## src/rtl/bsg_clk_mon_pkg.sv

```systemverilog
// Shared definitions for the clock-monitor frequency meter: FSM state encoding and default widths.
package bsg_clk_mon_pkg;

    localparam int unsigned meter_window_width_gp = 16;
    localparam int unsigned meter_count_width_gp  = 16;

    typedef enum logic [1:0] {
        StIdle  = 2'd0,
        StArm   = 2'd1,
        StCount = 2'd2,
        StDone  = 2'd3
    } bsg_clk_mon_meter_state_e;

endpackage

```

## src/rtl/bsg_sync_edge_det.sv

```systemverilog
// Two-flop synchronizer followed by an edge register; flags rising edges of an asynchronous input.
module bsg_sync_edge_det (
    input  logic clk,
    input  logic async_reset_n,
    input  logic data,
    output logic rise
);

    logic meta_q;
    logic sync_q;
    logic sync_d_q;

    always_ff @(posedge clk or negedge async_reset_n) begin
        if (!async_reset_n) begin
            meta_q   <= 1'b0;
            sync_q   <= 1'b0;
            sync_d_q <= 1'b0;
        end else begin
            meta_q   <= data;
            sync_q   <= meta_q;
            sync_d_q <= sync_q;
        end
    end

    assign rise = sync_q & ~sync_d_q;

endmodule

```

## src/rtl/bsg_clk_mon_meter.sv

```systemverilog
// Windowed frequency meter: counts synchronized div_clk_i rising edges over window_i reference cycles.
// Optional lock detector compiled in with `define BSG_CLK_MON_METER_LOCK_EN.
module bsg_clk_mon_meter
    import bsg_clk_mon_pkg::*;
#(
    parameter int unsigned window_width_p = meter_window_width_gp,
    parameter int unsigned count_width_p  = meter_count_width_gp
`ifdef BSG_CLK_MON_METER_LOCK_EN
   ,parameter int unsigned lock_cnt_p     = 4
`endif
) (
    input  logic                      clk_i,
    input  logic                      async_reset_n_i,
    input  logic                      div_clk_i,
    input  logic                      en_i,
    input  logic [window_width_p-1:0] window_i,
    output logic [count_width_p-1:0]  meas_o,
    output logic                      meas_v_o,
    input  logic                      meas_yumi_i,
    output logic                      overrun_o
`ifdef BSG_CLK_MON_METER_LOCK_EN
   ,input  logic [count_width_p-1:0]  target_i
   ,input  logic [count_width_p-1:0]  tol_i
   ,output logic                      lock_o
`endif
);

    bsg_clk_mon_meter_state_e state_q, state_d;
    logic [window_width_p-1:0] cyc_q, cyc_d;
    logic [count_width_p-1:0]  cnt_q, cnt_d;
    logic [count_width_p-1:0]  meas_q, meas_d;
    logic                      meas_v_q, meas_v_d;
    logic                      overrun_q, overrun_d;
    logic                      rise;

    bsg_sync_edge_det u_sync (
        .clk           (clk_i),
        .async_reset_n (async_reset_n_i),
        .data          (div_clk_i),
        .rise          (rise)
    );

    always_comb begin
        state_d   = state_q;
        cyc_d     = cyc_q;
        cnt_d     = cnt_q;
        meas_d    = meas_q;
        meas_v_d  = meas_v_q & ~meas_yumi_i;
        overrun_d = overrun_q;
        unique case (state_q)
            StIdle: begin
                if (en_i) state_d = StArm;
            end
            StArm: begin
                if (!en_i) begin
                    state_d = StIdle;
                end else begin
                    // A zero window behaves as one, so the down-counter starts at 0 either way.
                    cyc_d   = (window_i == '0) ? '0 : window_i - 1'b1;
                    cnt_d   = '0;
                    state_d = StCount;
                end
            end
            StCount: begin
                if (!en_i) begin
                    state_d = StIdle;
                end else begin
                    if (rise && (cnt_q != '1)) cnt_d = cnt_q + 1'b1;
                    if (cyc_q == '0) state_d = StDone;
                    else             cyc_d   = cyc_q - 1'b1;
                end
            end
            StDone: begin
                meas_d   = cnt_q;
                meas_v_d = 1'b1;
                if (meas_v_q && !meas_yumi_i) overrun_d = 1'b1;
                state_d  = en_i ? StArm : StIdle;
            end
            default: state_d = StIdle;
        endcase
    end

    always_ff @(posedge clk_i or negedge async_reset_n_i) begin
        if (!async_reset_n_i) begin
            state_q   <= StIdle;
            cyc_q     <= '0;
            cnt_q     <= '0;
            meas_q    <= '0;
            meas_v_q  <= 1'b0;
            overrun_q <= 1'b0;
        end else begin
            state_q   <= state_d;
            cyc_q     <= cyc_d;
            cnt_q     <= cnt_d;
            meas_q    <= meas_d;
            meas_v_q  <= meas_v_d;
            overrun_q <= overrun_d;
        end
    end

    assign meas_o    = meas_q;
    assign meas_v_o  = meas_v_q;
    assign overrun_o = overrun_q;

`ifdef BSG_CLK_MON_METER_LOCK_EN
    localparam int unsigned lock_width_lp = $clog2(lock_cnt_p + 1);
    localparam logic [lock_width_lp-1:0] lock_max_lp = lock_width_lp'(lock_cnt_p);

    logic [lock_width_lp-1:0] lock_cnt_q, lock_cnt_d;
    logic                     lock_q, lock_d;
    logic [count_width_p:0]   dev;
    logic                     in_range;

    always_comb begin
        dev = (cnt_q >= target_i) ? {1'b0, cnt_q} - {1'b0, target_i}
                                  : {1'b0, target_i} - {1'b0, cnt_q};
        in_range   = (dev <= {1'b0, tol_i});
        lock_cnt_d = lock_cnt_q;
        lock_d     = lock_q;
        if (state_q == StDone) begin
            if (in_range) begin
                if (lock_cnt_q != lock_max_lp) lock_cnt_d = lock_cnt_q + 1'b1;
                lock_d = (lock_cnt_d == lock_max_lp);
            end else begin
                lock_cnt_d = '0;
                lock_d     = 1'b0;
            end
        end
        if (state_d == StIdle) begin
            lock_cnt_d = '0;
            lock_d     = 1'b0;
        end
    end

    always_ff @(posedge clk_i or negedge async_reset_n_i) begin
        if (!async_reset_n_i) begin
            lock_cnt_q <= '0;
            lock_q     <= 1'b0;
        end else begin
            lock_cnt_q <= lock_cnt_d;
            lock_q     <= lock_d;
        end
    end

    assign lock_o = lock_q;
`endif

endmodule

```

## config.mk

```make
export PLATFORM = sky130hd
export DESIGN_NAME = bsg_clk_mon_meter
export DESIGN_NICKNAME = d
export VERILOG_FILES = /design/src/rtl/bsg_clk_mon_pkg.sv /design/src/rtl/bsg_sync_edge_det.sv /design/src/rtl/bsg_clk_mon_meter.sv
export SDC_FILE = /design/constraint.sdc
export NUM_CORES = 1
export LEC_CHECK = 0
export ABC_AREA = 1
export BUFFER_PORTS_ARGS = -buffer_cell sky130_fd_sc_hd__buf_2
export CORE_MARGIN = 2
export CORE_UTILIZATION = 50
export CTS_BUF_LIST = sky130_fd_sc_hd__clkbuf_4
export CTS_CLUSTER_SIZE = 14
export DETAILED_ROUTE_END_ITERATION = 12
export PLACE_DENSITY = 0.7
export SETUP_SLACK_MARGIN = 0.3
export SYNTH_ARGS = -nofsm -noshare
export SYNTH_HDL_FRONTEND = slang
export SYNTH_SLANG_ARGS = --single-unit
```

## constraint.sdc

```tcl
create_clock -name clk_i -period 1.6 [get_ports clk_i]
set_input_delay 0.24 -clock clk_i [delete_from_list [all_inputs] [get_ports clk_i]]
set_output_delay 0.24 -clock clk_i [all_outputs]
set_load 0.1 [all_outputs]
```

# Yosys cells after proc, flatten, opt, wreduce, memory -nomap -nowiden
# Index checks and enable logic that the tools add are counted.
# totals
register_bits	55
latch_bits	0
ram_bits	0
rom_bits	0
inputBits	21
output_inout_bits	18
wordCells	53
memories	0
# classes
add_sub_neg	3
n_mul	0
n_div	0
order_cmp	0
n_eq_ne	10
n_shift	0
muxes	16
bitwise	4
reduce_logical	11
# op_table
op	count
two-way mux 16 bit	7
one-hot mux 16 bit (2 select lines)	2
logical NOT 16 bit	2
subtractor 16 x 1 -> 16 bit, second input constant	2
adder 16 x 1 -> 16 bit, second input constant	1
inequality test 16 bit, second input constant	1
inequality test 2 bit, second input constant	5
two-way mux 2 bit	4
one-hot mux 2 bit (4 select lines)	1
AND reduction 4 bit	2
== test 2 bit, second input constant	2
AND reduction 2 bit	2
inequality test 3 bit, second input constant	1
AND 1 bit	2
== test 2 x 1 -> 1 bit, second input constant	1
logical AND 1 bit	2
logical NOT 2 bit	1
two-way mux 1 bit	2
NOT 1 bit	2
nonzero test 2 bit	1
logical NOT 1 bit	1

# Longest topological paths before layout
# Gate-level depths: netlist of run 1.
# depth
ltp_word	6
mapped_depth	12
mapped_depth_nobuf	12

# Cells and area by module
# Synthesis of run 1 repeated with hierarchy kept, for this count alone.
# hier_totals
hier_cells	528
hier_area_um2	3590.9
# by_module_without_submodules
mod	n_inst	cells_per_inst	area_each_um2	seq_area_each_um2
bsg_clk_mon_meter	1	523	3505.9	1301.2
bsg_sync_edge_det	1	5	85.1	75.1

# Worst setup path after synthesis of run 1
# Ideal clock, no wire load.
# synth_path
kind	reg-to-reg
startpoint	register cnt_q[0]
endpoint	register cnt_q[0]
setup_ns	0.126
t_arrival_ns	1.371
required_time_ns	1.474
slack_ns	0.103
stages_incl_launch_ff	10
path_buffers	1
period_less_slack_ns	1.497
path_cell_list	dfrtp_1 > ha_1 > nand2_1 > nor2_4 > nand3_1 > o21ai_1 > nand2_1 > nand2_4 > buf_8 > o21ai_0
# synth_between
elab_chain_len	4
elab_cells_between_ends	8
classes_between	add/sub (1); eq/ne (2); mux (3); reduce/logical (2)
# synth_rtl
item	line_no	text
from (decl)	bsg_clk_mon_meter.sv:30	logic [count_width_p-1:0] cnt_q, cnt_d;
from (signal assigned)	bsg_clk_mon_meter.sv:94	cnt_q <= cnt_d;
adder 16 x 1 -> 16 bit / inequality test 16 bit (equally long branches)	bsg_clk_mon_meter.sv:68	if (rise && (cnt_q != '1)) cnt_d = cnt_q + 1'b1;
two-way mux 16 bit / logical AND 1 bit (equally long branches)	bsg_clk_mon_meter.sv:68	
two-way mux 16 bit / inequality test 2 bit (equally long branches)	--	
one-hot mux 16 bit (2 select lines) / AND reduction 4 bit (equally long branches)	--	
# Parallel ways exist; a longest one is shown, timed or not. The select of a mux whose other input is x is not followed.
# A chain may end at the register's enable or synchronous reset.

# Final worst setup path of run 1
# layout_path
startpoint	register cnt_q[1]
endpoint	register cnt_q[14]
# Same word-level chain as after synthesis.

==> results of run 1 <==
==> critical path: cells and delay by family, from the launching register on <==
kind / cells / cell delay, ns
buffers and inverters: 2 / 0.24
adders and majority gates: 1 / 0.18
AOI/OAI and AO/OA: 2 / 0.22
and+or+nand+nor: 6 / 0.51
DFF: 1 / 0.43
==> per-stage QoR <==
step | hold slack (ns) | setup WS (ns) | std cells
2_1_floorplan | -0.0556 | 0.126 | 520
3_3_place_gp | 0.0729 | 0.0403 | 681
3_5_place_dp | 0.0740 | 0.00334 | 681
4_1_cts | 0.0731 | -0.00632 | 701
5_1_grt | 0.0882 | -0.117 | 708
6_report | 0.0747 | -0.0402 | 708
==> cell families (layout without fill, tap and decap cells) <==
kind of cell / Yosys count / in the layout / synth area share [%]
simple gates: 327 / 327 / 39.7
buf+inv: 71 / 163 / 8.48
compound gates: 57 / 57 / 9.69
flops: 55 / 55 / 39.2
xor+xnor: 6 / 6 / 1.50
fa+ha+maj: 4 / 4 / 1.42
==> registers in the layout, summed over array words and instances (netlist names) <==
name,flops
meas_o,16
state_q,2
u_sync.meta_q,1
u_sync.sync_q,1
meas_v_o,1
u_sync.sync_d_q,1
overrun_o,1
cnt_q,16
cyc_q,16
==> area by class of cell <==
type                            instances  area [µm²]
Fill cell                             542        2020
Inverter                               58         225
Multi-Input combinational cell        394        2020
Sequential cell                        55        1380
Clock inverter                          3        27.5
Tap cell                               96         120
Clock buffer                            5        37.5
Timing Repair Buffer                   97         967
==> how the worst min path moves through the flow <==
stage,startpoint,to,slack [ns],depth (start not counted)
global route,meas_yumi_i,meas_v_o$_DFF_PN0_,0.09,4
finish,meas_yumi_i,meas_v_o$_DFF_PN0_,0.07,4
floorplan,async_reset_n_i,cnt_q[0]$_DFFE_PN0P_,-0.06,0
global placement,async_reset_n_i,meas_v_o$_DFF_PN0_,0.07,1
detailed placement,async_reset_n_i,overrun_o$_DFFE_PN0P_,0.07,1
CTS,meas_yumi_i,meas_v_o$_DFF_PN0_,0.07,4
==> power groups by stage <==
stage | Clock [µW] | Combinational (µW) | Sequential (µW)
floorplan | 0 | 886 | 1940
global placement | 0 | 1530 | 1800
detailed placement | 0 | 1560 | 1810
CTS | 693 | 1780 | 1790
global route | 767 | 2230 | 1850
finish | 703 | 2020 | 1820
==> cell usage in the layout (no fill, tap or decap), types with 2 or more instances in the layout <==
| master | synthesis | routed |
|---|---|---|
| a21oi_1 | 5 | 4 |
| buf_12 | 0 | 16 |
| buf_2 | 4 | 20 |
| buf_4 | 0 | 46 |
| buf_6 | 2 | 7 |
| buf_8 | 1 | 5 |
| clkbuf_4 | 0 | 5 |
| dfrtp_1 | 55 | 53 |
| dfrtp_2 | 0 | 2 |
| dlygate4sd3_1 | 0 | 2 |
| ha_4 | 0 | 3 |
| inv_1 | 55 | 48 |
| inv_2 | 2 | 8 |
| inv_8 | 0 | 2 |
| nand2_1 | 180 | 159 |
| nand2_2 | 6 | 25 |
| nand2_4 | 1 | 3 |
| nand3_1 | 47 | 44 |
| nand3_2 | 1 | 3 |
| nand3b_1 | 3 | 3 |
| nand4_1 | 16 | 16 |
| nor2_1 | 63 | 55 |
| nor2_2 | 0 | 7 |
| nor2_4 | 2 | 3 |
| nor3_1 | 5 | 5 |
| o21ai_0 | 36 | 24 |
| o21ai_1 | 1 | 8 |
| o21ai_2 | 14 | 19 |
| or2_2 | 2 | 2 |
| xnor2_1 | 2 | 2 |
| xor2_1 | 4 | 4 |
==> per-layer routing <==
metal / wire [µm] / part of all wire [%] / GRT usage, % / up-vias
met2: 4500 / 47 / 36.3 / 99
li1: - / - / - / 1834
met1: 4630 / 48 / 39.2 / 1715
met5: 0 / 0 / 0 / -
met3: 413 / 4.3 / 2.83 / 13
met4: 107 / 1.1 / 5.17 / 0
==> repair_timing <==
item / CTS / global route
pin swaps: 3 / 14
setup buffers: 9 / 7
endpoints found under the setup margin: 50 / 51
hold buffers: 2 / 0
gates cloned: 1 / 0
endpoints found under the hold margin: 56 / 0
gates resized for setup: 57 / 75
==> flow_summary.toml, run 1 <==
[timing]
worst_clock_skew_ns = 0.0284
timing.fmax_ghz = 0.610
slew_violations = 0
period_minus_slack_ns = 1.64
hold_viol = 0
setup-tns-final_ns = -0.155
period_share_pct = 103
slew_headroom_pct = 75.1
fin_ws_ns = -0.0402
worst_pin_slew_ns = 0.373
rsz0062_at_grt = "true"
setup_viol = 11

[worst_setup_path]
slowest_delay_ns = 0.43
reg2reg_slack_ns = -0.04
rr_worst_depth = 11
startpoint = "cnt_q[1]$_DFFE_PN0P_"
worst_path_max_delay_cell = "dfrtp_1"
end_kind = "flop"
crit_chain = "ha_4, nand2_4, nor2_4, nand3_2, o21ai_2, nand2_2, nand2_4, buf_6, buf_12, nand2_2, o21ai_2"
cp_max_fo = 9
r2r-end = "cnt_q[14]$_DFFE_PN0P_"
start_kind = "flop"
cp.arrival_ns = 1.97
worst_r2r_startpoint = "cnt_q[1]$_DFFE_PN0P_"
path_class = "reg2reg"
required_ns = 1.93
crit_end = "cnt_q[14]$_DFFE_PN0P_"

[placed_design]
place_congestion = 0.933
dpl_cell_area_um2 = 4100
placement.io_buffers = 38
hpwl_um = 6620

[power]
p_sw_uw = 1940
p_int_uw = 2600
swShare_pct = 42.7
comb_power_share_pct = 44.5
vdd_drop_max_v = 0.000610
power_frac_clock_pct = 15.5
power.share.sequential_pct = 40.0
power_uw = 4540
p_per_area_nw_per_um2 = 952
p_leak_uw = 0.00231

[synth]
synth_nets = 545
ys.flop_type = "dfrtp_1"
synth_edf_count = 0
avgSynthCellArea_um2 = 6.76
synth.most_common_cell = "nand2_1"
ys_ff_latch = 55
async_flop_share_pct = 100
ys_top_cells_by_count = "180 x nand2_1, 63 x nor2_1, 55 x dfrtp_1, 55 x inv_1, 47 x nand3_1"
ys_warn_count = 0
netlist.area_leader.share_pct = 39.2
synth_cell_types = 28
synth_area_leader_cell = "dfrtp_1"
netlist_area_um2 = 3510
seq_area_frac_synth_pct = 39.2
synth.area.top_cells = "dfrtp_1 39%, nand2_1 19%, nor2_1 6.7%"
synth_cells = 520

[clocking]
htreeDepth = 2
root_buffer = "clkbuf_4"
clkSlewWorstSetupHoldPaths_ns = 0.18
clock_path_buffers = 2
cts_tree = "built"
cts.sinks = 55
insertion_delay_ns = 0.40
cts-buffers-inserted = 5

[final_layout]
drive_gt1_share_pct = 29.9
antenna_cells = 0
area_growth_pct = 35.9
fin_util_pct = 70.3
nets = 636
design_area_um2 = 4770

[worst_hold_path]
min_path_type = "in2reg"

[die]
fp.dieW_um = 87.8
start_util_pct = 51.7
die-height_um = 87.8
core.rowCount = 30
die-area_um2 = 7710
core_area_um2 = 6790
io_pins = 39

[flow_run]
drv_cap = 0

[outcome]
violations = "setup timing"
status = "complete, but fails checks"

[grt]
grt_max_degree = 41
grt_usage_pct = 24.8
gr-total-overflow = 0
grt_antenna_before_repair = 0
grt_pass1_wl_um = 15200
grt_pass1_vias = 3183

[drt]
drt_iter0_drc = 203
drc_errors = 0
postRouteWirelength_um = 9660
num_vias = 3661
vias_per_cell = 5.17
wl_per_cell_um = 13.6
firstDrtPassIters = 5
antenna_left = 0
Power figures use the tool's default switching activity.
==> run 2, diff against run 1 <==
--- a/config.mk
+++ b/config.mk
@@ -5,14 +5,14 @@
 export SDC_FILE = /design/constraint.sdc
 export NUM_CORES = 1
 export LEC_CHECK = 0
-export ABC_AREA = 1
 export BUFFER_PORTS_ARGS = -buffer_cell sky130_fd_sc_hd__buf_2
+export CAP_MARGIN = 20
 export CORE_MARGIN = 2
 export CORE_UTILIZATION = 50
 export CTS_BUF_LIST = sky130_fd_sc_hd__clkbuf_4
 export CTS_CLUSTER_SIZE = 14
 export DETAILED_ROUTE_END_ITERATION = 12
-export PLACE_DENSITY = 0.7
+export PLACE_DENSITY = 0.71
 export SETUP_SLACK_MARGIN = 0.3
 export SYNTH_ARGS = -nofsm -noshare
 export SYNTH_HDL_FRONTEND = slang
==> run 2 against run 1 <==
Effect of this change:
- the run still ends with setup timing left
- via count shrank 16%
- cell area down 0.76%
- synthesized area decreased by 15%
- fmax fell by 22%
- register-to-register slack worse by 0.47 ns
- critical path type unchanged
- largest cell class unchanged
==> flow_summary.toml, run 2 <==
[timing]
period_minus_slack_ns = 2.11
worst_pin_slew_ns = 0.911
fin_ws_ns = -0.515
rsz0062_at_grt = "true"
worst_clock_skew_ns = 0.0118
timing.fmax_ghz = 0.473
slew_headroom_pct = 38.8
hold_viol = 0
setup_viol = 33
setup-tns-final_ns = -9.91
slew_violations = 0
period_share_pct = 132
finalHoldWorstSlack_ns = 0.0942

[die]
core.rowCount = 28
start_util_pct = 51.1
io_pins = 39
fp.dieW_um = 81.3
die-height_um = 81.3
die-area_um2 = 6620
core_area_um2 = 5850

[final_layout]
antenna_cells = 0
fin_util_pct = 81.0
multi_input_area_um2 = 1940
drive_gt1_share_pct = 50.4
final_common_cell = "buf_4"
nets = 478
nFillCells = 353
area_growth_pct = 58.4
final-seq-area_um2 = 1380
layout.cells.most_common_list = "91 x buf_4, 55 x dfrtp_1, 24 x nor2_1"

[drt]
num_vias = 3089
postRouteWirelength_um = 9070
drt_iter0_drc = 177
wl_per_cell_um = 17.1
drc_errors = 0
firstDrtPassIters = 4
antenna_left = 0
vias_per_cell = 5.84

[clocking]
cts_tree = "built"
htreeDepth = 2
insertion_delay_ns = 0.40
clock_path_buffers = 2
clkSlewWorstSetupHoldPaths_ns = 0.16
root_buffer = "clkbuf_4"
cts-buffers-inserted = 5
cts.sinks = 55

[grt]
grt_pass1_vias = 3066
gr-total-overflow = 0
grt_antenna_before_repair = 0
grt_pass1_wl_um = 13900
grtUsageMet2_pct = 51.4
grt_util_met3_pct = 4.11
use_met1_pct = 30.8
grt_max_degree = 56
grt_usage_pct = 27.3
gr-max-usage-layer = "met2"

[worst_setup_path]
cp_max_fo = 3
path_class = "reg2reg"
reg2reg_slack_ns = -0.51
end_kind = "flop"
start_kind = "flop"
required_ns = 1.92
cp.arrival_ns = 2.44
rr_worst_depth = 6

[flow_run]
drv_cap = 0

[power]
vdd_drop_max_v = 0.000706
power_uw = 4420
p_per_area_nw_per_um2 = 933
p_leak_uw = 0.00221

[synth]
synth_cell_types = 53
ys_warn_count = 0
seq_area_frac_synth_pct = 46.0
synth_cells = 312
synth_edf_count = 0
synth.most_common_cell = "dfrtp_1"
ys_top_cells_by_count = "55 x dfrtp_1, 29 x o21ai_0, 28 x nand2_1, 26 x nor2_1"
netlist.area_leader.share_pct = 46.0
async_flop_share_pct = 100
netlist_area_um2 = 2990
synth_area_leader_cell = "dfrtp_1"
synth.area.top_cells = "dfrtp_1 46%, mux2_2 6.0%, o21ai_0 4.9%"
ys_ff_latch = 55
avgSynthCellArea_um2 = 9.58
ys.flop_type = "dfrtp_1"
synth_nets = 337

[placed_design]
placement.io_buffers = 38
place_congestion = 0.895
hpwl_um = 5610

[worst_hold_path]
min_path_type = "in2reg"
holdPathStages = 3

[outcome]
status = "complete, but fails checks"
violations = "setup timing"
run 2: changes by cell type after synthesis, moves of 6 or more:
cell	before	now
o21ai_2	14	0
a21oi_1	5	16
nor2_1	63	26
inv_1	55	10
o21ai_0	36	29
nand2_1	180	28
nand3_1	47	11
nor3_1	5	15
nand2_2	6	0
nand4_1	16	1
xnor2_1	2	9
mux2_2	0	16
run 2: where the power goes:
part           total, µW  internal [µW]  switching (µW)
clock network        777            322             455
registers           1730           1590             139
logic               1910            875            1040
run 2: metal layers:
layer / wire, µm / up-vias
li1: - / 1429
met5: 0 / -
met4: 212 / 0
met2: 4970 / 106
met3: 399 / 21
met1: 3490 / 1533
run 2: path summary, 6_finish.rpt:
check | from | to
hold / removal | meas_yumi_i | meas_v_o$_DFF_PN0_
min in group asynchronous | async_reset_n_i | meas_o[6]$_DFFE_PN0P_
hold reg to reg | u_sync.meta_q$_DFF_PN0_ | u_sync.sync_q$_DFF_PN0_
setup / recovery | cyc_q[0]$_DFFE_PN0P_ | cyc_q[14]$_DFFE_PN0P_
max in group asynchronous | async_reset_n_i | cyc_q[12]$_DFFE_PN0P_
setup reg to reg | cyc_q[0]$_DFFE_PN0P_ | cyc_q[14]$_DFFE_PN0P_
run 2: cell type report:
cell class	instances	area share, %
inverter	10	0.792
clock buffer	5	0.792
tap	75	1.98
multi-input combinational	237	41.0
timing repair buffer	144	25.5
sequential	55	29.1
clock inverter	3	0.819
run 2: logic make-up (layout without fill, tap and decap cells):
| family | count (synthesis) | in the layout | synth area share (%) |
|---|---|---|---|
| adder cells (fa/ha/maj) | 4 | 4 | 1.67 |
| XOR/XNOR | 15 | 15 | 4.39 |
| flip-flops | 55 | 55 | 46.0 |
| AO/OA/AOI/OAI | 76 | 78 | 15.6 |
| multiplexers | 18 | 18 | 6.69 |
| buffers and inverters | 22 | 162 | 3.01 |
| AND/OR/NAND/NOR | 122 | 122 | 22.6 |
run 2: worst max-delay path, cell delays in order (launching register included):
cell and delay [ns]:
dfrtp_1 0.43, inv_2 0.12, ha_4 0.14, or3b_4 0.37, or4_4 0.52, or3_4 0.34
o221ai_2 0.12
run 2: timing repair:
item,4_1_cts,5_1_grt
pin swaps,8,9
hold endpoints to repair,56,0
setup buffers,10,10
gates resized for setup,70,71
gates cloned,3,0
hold buffers,2,0
setup endpoints to repair,64,65
run 2: through the flow:
step / area [µm²] / instances / setup WS [ns]
floorplan: 3090 / 312 / -0.487
global placement: 3950 / 496 / -0.486
detailed placement: 3950 / 496 / -0.554
CTS: 4410 / 519 / -0.468
global route: 4740 / 529 / -0.611
finish: 4740 / 529 / -0.515
